File: config.mk
export PLATFORM = sky130hd
export DESIGN_NAME = adder_pipe_flat
export DESIGN_NICKNAME = d
export VERILOG_FILES = /design/src/rtl/adder_pipe_if.sv /design/src/rtl/adder_pipe.sv /design/src/flat_wrapper.sv
export SDC_FILE = /design/constraint.sdc
export NUM_CORES = 1
export LEC_CHECK = 0
export BUFFER_PORTS_ARGS = -buffer_cell sky130_fd_sc_hd__clkbuf_2
export CORE_AREA = 2 2 126 128
export DETAILED_ROUTE_END_ITERATION = 6
export DIE_AREA = 0 0 128 130
export PLACE_DENSITY = 0.74
export RECOVER_POWER = 50
export SETUP_SLACK_MARGIN = 0.4
export SYNTH_ARGS = -nofsm -noshare
export SYNTH_HDL_FRONTEND = slang
export SYNTH_SLANG_ARGS = --single-unit
export TNS_END_PERCENT = 10
File: constraint.sdc
create_clock -name clk -period 3.2 [get_ports clk]
set_input_delay 0.32 -clock clk [delete_from_list [all_inputs] [get_ports clk]]
set_output_delay 0.32 -clock clk [all_outputs]
set_load 0.02 [all_outputs]
File: src/rtl/adder_pipe_if.sv
// Handshake and operand/result bundle for adder_pipe; master drives operands, slave is the adder.
// The ovf signal exists only when ADDER_PIPE_OVF_EN is defined.
interface adder_pipe_if #(
  parameter int unsigned WIDTH = 32
);
  logic             in_valid;
  logic             in_ready;
  logic [WIDTH-1:0] a;
  logic [WIDTH-1:0] b;
  logic             c_in;
  logic             sub;
  logic             out_valid;
  logic             out_ready;
  logic [WIDTH-1:0] sum;
  logic             c_out;
`ifdef ADDER_PIPE_OVF_EN
  logic             ovf;
`endif

  modport master (
    output in_valid, a, b, c_in, sub, out_ready,
    input  in_ready, out_valid, sum, c_out
`ifdef ADDER_PIPE_OVF_EN
    , input ovf
`endif
  );

  modport slave (
    input  in_valid, a, b, c_in, sub, out_ready,
    output in_ready, out_valid, sum, c_out
`ifdef ADDER_PIPE_OVF_EN
    , output ovf
`endif
  );
endinterface

File: src/rtl/adder_pipe.sv
// Pipelined add/subtract: one CHUNK-bit slice per stage, carry registered between stages.
// Optional signed-overflow output enabled by defining ADDER_PIPE_OVF_EN.
module adder_pipe #(
  parameter int unsigned WIDTH = 32,
  parameter int unsigned CHUNK = 8
) (
  input  logic        clk,
  input  logic        rst_n,
  adder_pipe_if.slave bus
);
  localparam int unsigned STAGES = WIDTH / CHUNK;

  logic adv;

  assign adv          = !bus.out_valid || bus.out_ready;
  assign bus.in_ready = adv;

  // Stage k sees only the not-yet-resolved upper operand bits (shifted down) and
  // appends its slice on top of the already-resolved lower result bits.
  for (genvar k = 0; k < STAGES; k++) begin : stg
    localparam int unsigned SW = WIDTH - k * CHUNK;
    localparam int unsigned RW = (k + 1) * CHUNK;

    logic [SW-1:0]    src_a;
    logic [SW-1:0]    src_b;
    logic             src_c;
    logic             src_v;
    logic [CHUNK-1:0] s;
    logic             c;
    logic             v_q;
    logic             c_q;
    logic [RW-1:0]    r_q;

    if (k == 0) begin : g_in
      assign src_a = bus.a;
      assign src_b = bus.sub ? ~bus.b : bus.b;
      assign src_c = bus.sub | bus.c_in;
      assign src_v = bus.in_valid;
    end else begin : g_in
      assign src_a = stg[k-1].g_skew.a_q;
      assign src_b = stg[k-1].g_skew.b_q;
      assign src_c = stg[k-1].c_q;
      assign src_v = stg[k-1].v_q;
    end

    assign {c, s} = {1'b0, src_a[CHUNK-1:0]} + {1'b0, src_b[CHUNK-1:0]}
                  + {{CHUNK{1'b0}}, src_c};

    always_ff @(posedge clk) begin
      if (!rst_n) begin
        v_q <= 1'b0;
        c_q <= 1'b0;
      end else if (adv) begin
        v_q <= src_v;
        c_q <= c;
      end
    end

    if (k == 0) begin : g_res
      always_ff @(posedge clk) begin
        if (!rst_n)   r_q <= '0;
        else if (adv) r_q <= s;
      end
    end else begin : g_res
      always_ff @(posedge clk) begin
        if (!rst_n)   r_q <= '0;
        else if (adv) r_q <= {s, stg[k-1].r_q};
      end
    end

    if (k < STAGES - 1) begin : g_skew
      logic [SW-CHUNK-1:0] a_q;
      logic [SW-CHUNK-1:0] b_q;

      always_ff @(posedge clk) begin
        if (adv) begin
          a_q <= src_a[SW-1:CHUNK];
          b_q <= src_b[SW-1:CHUNK];
        end
      end
    end

`ifdef ADDER_PIPE_OVF_EN
    if (k == STAGES - 1) begin : g_ovf
      logic msb_cin;
      logic ovf_q;

      // Carry into the MSB recovered from the MSB sum bit and its operands.
      assign msb_cin = src_a[CHUNK-1] ^ src_b[CHUNK-1] ^ s[CHUNK-1];

      always_ff @(posedge clk) begin
        if (!rst_n)   ovf_q <= 1'b0;
        else if (adv) ovf_q <= msb_cin ^ c;
      end
    end
`endif
  end

  assign bus.out_valid = stg[STAGES-1].v_q;
  assign bus.sum       = stg[STAGES-1].r_q;
  assign bus.c_out     = stg[STAGES-1].c_q;
`ifdef ADDER_PIPE_OVF_EN
  assign bus.ovf       = stg[STAGES-1].g_ovf.ovf_q;
`endif
endmodule
File: src/flat_wrapper.sv
// flat-port wrapper written by rule: the top's interface ports become plain ports
module adder_pipe_flat 
#(
  parameter int unsigned WIDTH = 32,
  parameter int unsigned CHUNK = 8
)
  (clk, rst_n, bus_in_valid, bus_a, bus_b, bus_c_in, bus_sub, bus_out_ready, bus_in_ready, bus_out_valid, bus_sum, bus_c_out);
  adder_pipe_if #(.WIDTH(WIDTH)) bus_i ();
  input  logic clk;
  input  logic rst_n;
  input wire logic [$bits(bus_i.in_valid)-1:0] bus_in_valid;
  input wire logic [$bits(bus_i.a)-1:0] bus_a;
  input wire logic [$bits(bus_i.b)-1:0] bus_b;
  input wire logic [$bits(bus_i.c_in)-1:0] bus_c_in;
  input wire logic [$bits(bus_i.sub)-1:0] bus_sub;
  input wire logic [$bits(bus_i.out_ready)-1:0] bus_out_ready;
  output wire logic [$bits(bus_i.in_ready)-1:0] bus_in_ready;
  output wire logic [$bits(bus_i.out_valid)-1:0] bus_out_valid;
  output wire logic [$bits(bus_i.sum)-1:0] bus_sum;
  output wire logic [$bits(bus_i.c_out)-1:0] bus_c_out;
  assign bus_i.in_valid = bus_in_valid;
  assign bus_i.a = bus_a;
  assign bus_i.b = bus_b;
  assign bus_i.c_in = bus_c_in;
  assign bus_i.sub = bus_sub;
  assign bus_i.out_ready = bus_out_ready;
  assign bus_in_ready = bus_i.in_ready;
  assign bus_out_valid = bus_i.out_valid;
  assign bus_sum = bus_i.sum;
  assign bus_c_out = bus_i.c_out;
  adder_pipe #(.WIDTH(WIDTH), .CHUNK(CHUNK)) u_core (.clk(clk), .rst_n(rst_n), .bus(bus_i));
endmodule
Word-level counts from Yosys, hierarchy flattened --
Cells that the tools add are included. Widths: inputs -> output; s select.
Cells by class: add/sub/neg operators 8, muxes and demuxes 1, bitwise logic cells 2, reductions and logical operators 2
Operators with widths (count):
- $add 8x8->9 | 4
- $add 9x1->9 | 4
- $mux 32 | 1
- $not 32->32 | 1
- $logic_not 1->1 | 1
- $logic_or 1x1->1 | 1
- $or 1x1->1 | 1
Word-level totals: bits in registers 184, input port bits 70, output and inout bits 35, word-level logic and storage cells 31

Logic depth before layout (Yosys ltp) --
Gate-level depths: netlist (run 1).
depth in word-level cells 4, mapped depth 8, mapped depth without buffers 7

Worst setup path after synthesis (run 1) --
No wires, ideal clock.
path kind reg-to-reg, start register u_core.stg[3].v_q, in the netlist u_core.bus.out_valid, end register u_core.stg[0].g_skew.a_q[0], enable pin, setup time 418 ps, arrival 2099 ps, data required time 2782 ps, path slack 683 ps, cell stages (with the launch flop) 6, path buffers 3, period minus slack after synthesis 2517 ps, cells stage by stage dfxtp_1 > nor2b_4 > buf_6 > inv_4 > buf_4 > buf_2
Between the ends: word-level cells in the longest chain between the ends 2
RTL lines:
- start, declared | RTL line adder_pipe.sv:30 | logic v_q;
- start signal, assigned | RTL line adder_pipe.sv:54 | v_q <= src_v;
- $logic_not 1->1 | RTL line adder_pipe.sv:15 | assign adv = !bus.out_valid || bus.out_ready;
- $logic_or 1x1->1 | RTL line adder_pipe.sv:15
- via bus_in_ready | RTL line flat_wrapper.sv:17 | output wire logic [$bits(bus_i.in_ready)-1:0] bus_in_ready;
- end signal, assigned | RTL line adder_pipe.sv:77 | a_q <= src_a[SW-1:CHUNK];
- end, declared | RTL line adder_pipe.sv:72 | logic [SW-CHUNK-1:0] a_q;
The timed path passes the listed nets, and every way through them passes these cells. A chain may end at the register's enable or synchronous reset.

Worst setup path in the final report (run 1) --
start register u_core.stg[3].v_q, in the netlist u_core.bus.out_valid, end register u_core.stg[2].r_q[21]
Between the ends: word-level cells in the longest chain between the ends 2
RTL lines:
- $logic_not 1->1 | RTL line adder_pipe.sv:15
- $logic_or 1x1->1 | RTL line adder_pipe.sv:15
- end signal, assigned | RTL line adder_pipe.sv:67 | else if (adv) r_q <= {s, stg[k-1].r_q};
- end, declared | RTL line adder_pipe.sv:32 | logic [RW-1:0] r_q;
No other way between the ends.

==> metrics.csv, run 1 <==
stage;metric;value;unit
outcome;status;completed;
power;Cell Pwr Density;643.2;nW/µm²
route;drt first-iter violations;379;
synthesis;ys flop type;edfxtp_1;
route;DR vias;4888;
synthesis;largest family of logic cells by synthesized area;compound AO/OA/AOI/OAI gates;
synthesis;number of enable flip-flop cells after synthesis;96;
timing;Final Cycle Share;0.7109;
timing;final setup violating endpoints;0;
clock_tree;H-Tree Depth;4;
floorplan;Site Rows;46;
synthesis;syn avg cell area;11.79;µm²
route;drt drc;0;
final_layout;design area;8677;µm²
clock_tree;Setup Buffers After CTS;0;
route;Routed WL per cell;14.57;µm
route;Routed WL;13700;µm
power;Peak VDD IR;0.0003679;V
synthesis;XOR/XNOR Fraction of Synth Area;0.05589;
clock_tree;Post-CTS Hold Fix Bufs;0;
synthesis;Synth Cell Area;7522;µm²
floorplan;die width;128;µm
timing;Tightest Pin Transition;1.338;ns
synthesis;Compound-Gate Fraction of Synth Area;0.1181;
global_routing;vias in the first global route;4564;
timing;relative slew slack;0.1080;
synthesis;Post-Synth Adder-Cell Area;0.06786;
timing;Final Hold Viols;0;
synthesis;Synth cell types;40;
worst_setup_path;critical path class;register to register;
worst_setup_path;startpoint types;register;
timing;clk_skew;0.006870;ns
clock_tree;post_cts resized;0;
synthesis;Post-Synth Simple-Gate Area;0.1018;
synthesis;cells after synthesis;638;
clock_tree;Max clock buf depth;2;
clock_tree;number of clock sinks;184;
worst_setup_path;crit path max fanout;68;
synthesis;Seq cells post-synth;184;
synthesis;ys async rst share;0;
final_layout;share of cells above drive strength 1;0.1687;
timing;Slew Limit Fails;0;
timing;fin crit period;2.275;ns
final_layout;synth-to-layout area growth;15.35;%
route;vias per std cell;5.200;
synthesis;post-synthesis sequential area ratio;0.6174;
power;Pleak;0.003435;µW
synthesis;post-synthesis mux area share;0.01048;
place;Post-DP HPWL;9034;µm
clock_tree;Root Buffer;clkbuf_16;
global_routing;pin count of the biggest net entering global routing;75;
floorplan;IO Count;105;
timing;PnR worst setup slack;0.9250;ns
floorplan;die area;16640;µm²
final_layout;commonest non-fill, non-tap cell in the layout;nand2_1;
timing;unrepaired setup endpoints after global routing;no;
place;placed inst area;8178;µm²
floorplan;Initial Util;0.4877;
worst_setup_path;Worst Path Arrival;2.56;ns
clock_tree;clock latency on the worst-skew pair;0.42;ns
worst_setup_path;Critical Path RT;3.48;ns
final_layout;fill count;1328;
place;Port-buffer cells;104;
job;max-cap violations;0;
timing;Setup TNS;0;ns
min_path;Hold Crit Class;input pin to register;
clock_tree;Inserted Clock Buffers;17;
clock_tree;CTS tree;yes;
route;Final ANT Viol Nets;0;
clock_tree;clock slew at reported path FFs;0.07;ns
synthesis;Ys Warns;0;
global_routing;all-layer global routing usage;0.1666;
place;routability congestion estimate;0.8717;
route;1st-pass router iterations;5;
floorplan;Core ar.;15420;µm²
place;Place WS;0.6957;ns
floorplan;die height;130;µm
timing;max frequency;439.6;MHz
global_routing;antenna violations before repair;1;
synthesis;syn nets;744;
final_layout;commonest cells after routing, fill and taps aside;nand2_1, edfxtp_1, a21oi_1, dfxtp_1, clkbuf_2;
global_routing;total grt overflow;0;
global_routing;global-route wire length before repair;21480;µm
final_layout;Final nets;840;
worst_setup_path;CP Capture Type;register;
## critical path: stages (launching register included)
cell	delay, ns
dfxtp_1	0.33
nor2b_1	0.32
clkbuf_2	1.06
nor3b_1	0.14
a21oi_1	0.17
o22ai_1	0.10
## synth_stat cells, types with 8 or more instances
master	number	area share
a21oi_1	90	0.060
nand2_1	137	0.068
edfxtp_1	96	0.38
a21o_1	13	0.013
ha_1	28	0.047
dfxtp_1	88	0.23
xnor2_1	12	0.014
clkbuf_1	8	0.0040
xor2_1	36	0.042
fa_1	8	0.021
buf_2	19	0.013
## metrics by stage
stage,power (µW),hold slack (ns),utilization,instances
2_1_floorplan,3447,0.4003,-,638
3_3_place_gp,3639,0.4015,0.5302,907
3_5_place_dp,3682,0.4045,0.5302,907
4_1_cts,5639,0.04782,0.5660,939
5_1_grt,5838,0.04912,0.5624,939
6_report,5581,0.06640,0.5625,940
## layer usage
| layer | global-route usage | wire length (µm) | up-vias |
|---|---|---|---|
| met5 | 0 | 0 | - |
| met4 | 0.06658 | 195 | 0 |
| met3 | 0.04059 | 694 | 21 |
| met2 | 0.2768 | 6644 | 150 |
| met1 | 0.2122 | 6163 | 2270 |
| li1 | - | - | 2447 |
## final cells by class
cell class	instances	area, µm²	area share
Sequential cell	184	4644	0.5353
Multi-Input combinational cell	412	2656	0.3061
Timing Repair Buffer	110	541.8	0.06244
Clock buffer	20	436.7	0.05032
Tap cell	192	240.2	0.02769
Clock inverter	12	116.4	0.01341
Inverter	9	38.79	0.004470
Antenna cell	1	2.502	0.0002884
## final timing paths
check,from,endpoint,slack (ns),cells past startpoint
worst max-delay path,u_core.bus.out_valid,u_core.stg[2].r_q[21],0.93,5
worst min-delay path,bus_a[22],u_core.stg[0].g_skew.a_q[14],0.07,1
worst max register to register,u_core.bus.out_valid,u_core.stg[2].r_q[21],0.93,5
worst min register to register,u_core.stg[1].g_skew.b_q[14],u_core.stg[2].g_skew.b_q[6],0.42,0
## cell families (layout without fill, tap and decap cells)
logic type | after synthesis | count (layout)
mux | 7 | 7
other cells | 0 | 1
fa+ha+maj | 36 | 36
simple gates | 174 | 174
buf+inv | 42 | 151
xor+xnor | 48 | 48
compound gates | 147 | 147
flops | 184 | 184
## registers in the layout, summed over array words and instances (netlist names)
register / flops
u_core.stg.v_q: 3
u_core.stg.g_skew.b_q: 48
u_core.stg.r_q: 48
u_core.bus.c_out: 1
u_core.stg.c_q: 3
u_core.stg.g_skew.a_q: 48
u_core.bus.out_valid: 1
u_core.bus.sum: 32
## report_power, final
part / internal [µW] / switching, µW / total [µW]
clock network: 1080 / 871 / 1950
logic: 338 / 432 / 770
registers: 2740 / 118 / 2860
total: 4160 / 1420 / 5580
Note: power is estimated with default switching activity, not from simulation.
==> inputs of run 2 (changes only) <==
--- a/config.mk
+++ b/config.mk
@@ -9,7 +9,7 @@
 export CORE_AREA = 2 2 126 128
 export DETAILED_ROUTE_END_ITERATION = 6
 export DIE_AREA = 0 0 128 130
-export PLACE_DENSITY = 0.74
+export PLACE_DENSITY = 0.77
 export RECOVER_POWER = 50
 export SETUP_SLACK_MARGIN = 0.4
 export SYNTH_ARGS = -nofsm -noshare
==> constraint.sdc (replaced) <==
create_clock -name clk -period 1.94 [get_ports clk]
set_input_delay 0.194 -clock clk [delete_from_list [all_inputs] [get_ports clk]]
set_output_delay 0.194 -clock clk [all_outputs]
set_load 0.02 [all_outputs]
==> run 2 against run 1 <==
  * The flow now finishes with violations (negative setup slack)
  * Via count is 3.1% higher
  * Wire length increased by 4.0%
  * Flip-flop and latch count is the same
  * Register-to-register slack worse by 1.0 ns
  * Critical path type unchanged
  * Largest power group unchanged
==> metrics.csv, run 2 (synthesis results as in run 1) <==
stage;metric;value;unit
outcome;status;complete, but fails checks;
outcome;failing checks;negative setup slack;
route;drt drc;0;
floorplan;die area;16640;µm²
route;1st-pass router iterations;4;
worst_setup_path;reg2reg setup slack;-0.09;ns
floorplan;die width;128;µm
worst_setup_path;worst-case reg-to-reg path depth;6;
worst_setup_path;critical path class;register to register;
final_layout;share of cells above drive strength 1;0.2126;
clock_tree;number of clock sinks;184;
worst_setup_path;Worst Path Arrival;2.33;ns
power;Total Power;9354;µW
timing;unrepaired setup endpoints after global routing;yes;
worst_setup_path;Critical Path RT;2.24;ns
final_layout;Final nets;888;
worst_setup_path;worst setup path start;u_core.stg[0].g_skew.b_q[0];
floorplan;Core ar.;15420;µm²
global_routing;pin count of the biggest net entering global routing;69;
timing;PnR worst setup slack;-0.09499;ns
power;Cell Pwr Density;1017;nW/µm²
timing;Tightest Pin Transition;0.8568;ns
clock_tree;Root Buffer;clkbuf_16;
final_layout;number of diodes;0;
floorplan;Initial Util;0.4877;
min_path;Min-Delay Path Depth;2;
min_path;Hold Crit Class;input pin to register;
timing;clk_skew;0.005813;ns
timing;Final Hold Viols;0;
timing;Setup TNS;-0.4193;ns
final_layout;commonest non-fill, non-tap cell in the layout;nand2_1;
route;drt first-iter violations;287;
route;Routed WL per cell;14.43;µm
power;Peak VDD IR;0.0006825;V
worst_setup_path;startpoint types;register;
timing;Final Cycle Share;1.049;
clock_tree;Inserted Clock Buffers;17;
timing;max frequency;491.4;MHz
place;placed inst area;8310;µm²
timing;Min Hold Slack;0.06881;ns
route;DR vias;5041;
final_layout;design area;9196;µm²
timing;Slew Limit Fails;0;
timing;final setup violating endpoints;6;
floorplan;die height;130;µm
clock_tree;clock slew at reported path FFs;0.07;ns
global_routing;antenna violations before repair;0;
power;Pleak;0.003641;µW
place;Post-DP HPWL;9280;µm
timing;relative slew slack;0.4288;
clock_tree;CTS tree;yes;
route;Final ANT Viol Nets;0;
worst_setup_path;Worst R2R End;u_core.stg[1].c_q;
timing;fin crit period;2.035;ns
final_layout;commonest cells after routing, fill and taps aside;nand2_1, edfxtp_1, dfxtp_1, a21oi_1, clkbuf_2;
clock_tree;clock latency on the worst-skew pair;0.42;ns
global_routing;vias in the first global route;4902;
worst_setup_path;CP Capture Type;register;
final_layout;synth-to-layout area growth;22.26;%
floorplan;IO Count;105;
clock_tree;H-Tree Depth;4;
worst_setup_path;Worst Setup EP;u_core.stg[1].c_q;
job;max-cap violations;0;
global_routing;all-layer global routing usage;0.1773;
floorplan;Site Rows;46;
place;routability congestion estimate;0.8724;
final_layout;Largest regs;u_core.stg.g_skew.a_q: 48 flops, u_core.stg.g_skew.b_q: 48 flops, u_core.stg.r_q: 48 flops;
worst_setup_path;crit path max fanout;2;
route;vias per std cell;5.107;
worst_setup_path;Reg-to-Reg Start;u_core.stg[0].g_skew.b_q[0];
place;Port-buffer cells;104;
route;Routed WL;14240;µm
global_routing;global-route wire length before repair;22840;µm
global_routing;total grt overflow;0;
clock_tree;Max clock buf depth;2;
## run 2: cell count changes in the layout (fill, tap and decap cells not counted), sizes merged
| cell | previous run | this run |
|---|---|---|
| dlygate4sd3 | 0 | 25 |
| buf | 5 | 25 |
| inv | 13 | 15 |
| bufinv | 1 | 0 |
| clkbuf | 125 | 126 |
| clkinv | 4 | 5 |
| diode | 1 | 0 |
## run 2: cell type report
cell class	count	area, µm²
timing repair buffer	158	947.2
clock inverter	14	117.6
inverter	9	38.79
clock buffer	18	429.2
tap	192	240.2
sequential	184	4644
multi-input combinational	412	2779
fill	1263	6228
## run 2: where the power goes
group	leakage [µW]	total (µW)	internal [µW]	switching, µW
Sequential	0.00174	4710	4520	190
Clock	0.000261	3170	1670	1500
Combinational	0.00164	1470	693	776
## run 2: how the worst min path moves through the flow
stage | slack (ns) | from | endpoint
floorplan | 0.29 | bus_a[8] | u_core.stg[0].g_skew.a_q[0]
global placement | 0.37 | bus_a[27] | u_core.stg[0].g_skew.a_q[19]
detailed placement | 0.37 | bus_a[24] | u_core.stg[0].g_skew.a_q[16]
CTS | 0.05 | bus_b[20] | u_core.stg[0].g_skew.b_q[12]
global route | 0.05 | bus_b[19] | u_core.stg[0].g_skew.b_q[11]
finish | 0.07 | bus_b[13] | u_core.stg[0].g_skew.b_q[5]
## run 2: stage by stage
| step | std cells | utilization | worst slack, ns |
|---|---|---|---|
| floorplan | 638 | - | -0.2111 |
| global placement | 924 | 0.5388 | -0.3040 |
| detailed placement | 924 | 0.5388 | -0.3187 |
| CTS | 983 | 0.5940 | -0.1084 |
| global route | 987 | 0.5962 | -0.1684 |
| finish | 987 | 0.5962 | -0.09499 |
## run 2: repair_timing
| item | in CTS | in global routing |
|---|---|---|
| hold endpoints to repair | 25 | 0 |
| pin swaps | 15 | 34 |
| setup buffers | 2 | 4 |
| hold buffers | 25 | 0 |
| gates resized for setup | 11 | 20 |
| setup endpoints to repair | 29 | 69 |
## run 2: per-layer routing
metal  global-route usage  vias to the layer above  share of wire
met5                    0                        -              0
met4              0.07692                        0          0.023
met3              0.04879                       30          0.052
met2               0.3073                      120           0.51
met1               0.2084                     2354           0.41
li1                     -                     2537              -
## run 2: critical path, stage by stage (launching register included)
cell and delay, ns:
edfxtp_1 0.40, fa_2 0.42, fa_2 0.35, a21o_1 0.19
a221oi_2 0.31, nand3b_1 0.16, a31oi_1 0.09
==> inputs of run 3 (changes only) <==
--- a/config.mk
+++ b/config.mk
@@ -9,7 +9,7 @@
 export CORE_AREA = 2 2 126 128
 export DETAILED_ROUTE_END_ITERATION = 6
 export DIE_AREA = 0 0 128 130
-export PLACE_DENSITY = 0.77
+export PLACE_DENSITY = 0.74
 export RECOVER_POWER = 50
 export SETUP_SLACK_MARGIN = 0.4
 export SYNTH_ARGS = -nofsm -noshare
==> constraint.sdc (replaced) <==
create_clock -name clk -period 2.3 [get_ports clk]
set_input_delay 0.23 -clock clk [delete_from_list [all_inputs] [get_ports clk]]
set_output_delay 0.23 -clock clk [all_outputs]
set_load 0.02 [all_outputs]
==> run 3 against run 2 <==
  * The flow now finishes without violations
  * Final cell count shrank 1.7%
  * First-iteration DRC count grew 47%
  * Count of clock-buffer cells in the layout shrank 1
  * Global-route usage shrank 0.15 points
  * Sequential power shrank 15%
  * Sequential share of layout area grew 1.2 points
  * Critical path depth is the same
  * Via count is essentially flat
  * Critical path type unchanged
  * Critical endpoint unchanged
==> metrics.csv, run 3 (synthesis results as in run 1) <==
stage;metric;value;unit
outcome;status;completed;
final_layout;fill count;1298;
job;max-cap violations;0;
clock_tree;Inserted Clock Buffers;17;
global_routing;all-layer global routing usage;0.1758;
route;drt first-iter violations;423;
timing;PnR worst setup slack;0.2064;ns
route;DR vias;5043;
clock_tree;Root Buffer;clkbuf_16;
floorplan;Site Rows;46;
floorplan;die width;128;µm
floorplan;Initial Util;0.4877;
worst_setup_path;Reg-to-Reg Start;u_core.stg[0].g_skew.b_q[0];
final_layout;number of diodes;0;
power;Total Power;7876;µW
final_layout;synth-to-layout area growth;19.34;%
clock_tree;Max clock buf depth;2;
worst_setup_path;critical path class;register to register;
min_path;Min-Delay Path Depth;3;
timing;relative slew slack;0.4302;
global_routing;pin count of the biggest net entering global routing;69;
global_routing;vias in the first global route;4998;
place;Post-DP HPWL;9350;µm
clock_tree;CTS tree;yes;
timing;max frequency;477.6;MHz
floorplan;Core ar.;15420;µm²
route;WL met2;6965;µm
worst_setup_path;Critical Path RT;2.60;ns
final_layout;Post-Route Utilization;0.5820;
route;Routed WL per cell;14.51;µm
place;Place WS;-0.05915;ns
clock_tree;number of clock sinks;184;
final_layout;share of cells above drive strength 1;0.1825;
timing;Final Cycle Share;0.9103;
timing;unrepaired setup endpoints after global routing;yes;
floorplan;die area;16640;µm²
final_layout;area of the multi-input gates;2676;µm²
worst_setup_path;Worst Path Arrival;2.39;ns
worst_setup_path;Worst R2R End;u_core.stg[1].c_q;
final_layout;commonest non-fill, non-tap cell in the layout;nand2_1;
floorplan;die height;130;µm
clock_tree;clock slew at reported path FFs;0.07;ns
power;Pleak;0.003556;µW
timing;Slew Limit Fails;0;
floorplan;IO Count;105;
power;Peak VDD IR;0.0005708;V
global_routing;global-route wire length before repair;22900;µm
route;Final ANT Viol Nets;0;
route;Metal-1 WL;6143;µm
timing;clk_skew;0.008202;ns
global_routing;antenna violations before repair;0;
min_path;Hold Crit Class;input pin to register;
clock_tree;Setup Buffers After CTS;0;
route;Routed WL;14080;µm
worst_setup_path;worst setup path start;u_core.stg[0].g_skew.b_q[0];
timing;fin crit period;2.094;ns
worst_setup_path;Worst Setup EP;u_core.stg[1].c_q;
timing;Final Hold Viols;0;
worst_setup_path;CP Capture Type;register;
place;Port-buffer cells;104;
final_layout;Final nets;871;
final_layout;commonest cells after routing, fill and taps aside;nand2_1, edfxtp_1, a21oi_1, dfxtp_1, clkbuf_2;
clock_tree;H-Tree Depth;4;
route;met3 WL post-DR;704;µm
route;drt drc;0;
timing;Min Hold Slack;0.04562;ns
final_layout;Largest regs;u_core.stg.g_skew.a_q: 48 flops, u_core.stg.g_skew.b_q: 48 flops, u_core.stg.r_q: 48 flops;
clock_tree;clock latency on the worst-skew pair;0.42;ns
min_path;hold path startpoint;bus_in_valid;
global_routing;total grt overflow;0;
final_layout;post-route insts no fill;970;
route;vias per std cell;5.199;
timing;final setup violating endpoints;0;
timing;Tightest Pin Transition;0.8547;ns
worst_setup_path;worst-case reg-to-reg path depth;6;
worst_setup_path;crit path max fanout;2;
power;Cell Pwr Density;877.3;nW/µm²
place;cell total after placement;914;
worst_setup_path;reg2reg setup slack;0.21;ns
final_layout;Register Area;4644;µm²
route;top layer in use;met4;
worst_setup_path;startpoint types;register;
place;routability congestion estimate;0.9088;
route;1st-pass router iterations;5;
## run 3: cell type report
| type | instances | area share |
|---|---|---|
| repair buffers | 141 | 0.09045 |
| inverters | 9 | 0.004321 |
| well taps | 192 | 0.02676 |
| clock buffers | 17 | 0.04739 |
| flip-flops and latches | 184 | 0.5174 |
| multi-input cells | 412 | 0.2981 |
| clock inverters | 15 | 0.01561 |
## run 3: where the power goes
part           internal [µW]  switching [µW]  leakage, µW
clock                   1510            1270     0.000271
sequential              3810             167      0.00174
combinational            505             613      0.00155
## run 3: what timing repair did
item,in CTS,in global routing
hold buffers,24,0
resized for setup,6,0
endpoints found under the setup margin,11,12
pin swaps,3,2
hold endpoints to repair,24,0
gates cloned,0,0
## run 3: worst max-delay path, cell delays in order (launching register included)
cell and delay [ns]:
edfxtp_1 0.40, fa_2 0.42, fa_2 0.37, a21o_1 0.20, a221oi_2 0.33, nand3b_1 0.17, a31oi_1 0.09
## run 3: per-layer routing
layer  track usage  vias to the layer above
li1              -                     2514
met2        0.2985                      149
met5             0                        -
met1        0.2143                     2352
met3       0.04715                       28
met4       0.07240                        0
## run 3: worst min-delay path by stage
| stage | end | slack, ns |
|---|---|---|
| 2_1_floorplan | u_core.stg[0].g_skew.a_q[0] | 0.33 |
| 3_3_place_gp | u_core.stg[1].g_skew.b_q[15] | 0.40 |
| 3_5_place_dp | u_core.stg[2].g_skew.a_q[1] | 0.40 |
| 4_1_cts | u_core.stg[0].v_q | 0.02 |
| 5_1_grt | u_core.stg[0].v_q | 0.06 |
| 6_report | u_core.stg[0].v_q | 0.05 |
## run 3: through the flow
| stage | TNS (ns) | area, µm² |
|---|---|---|
| after floorplan | 0 | 7533 |
| after global placement | 0 | 8223 |
| after detailed placement | -0.08655 | 8223 |
| after CTS | 0 | 9044 |
| after global routing | 0 | 8977 |
| final | 0 | 8977 |
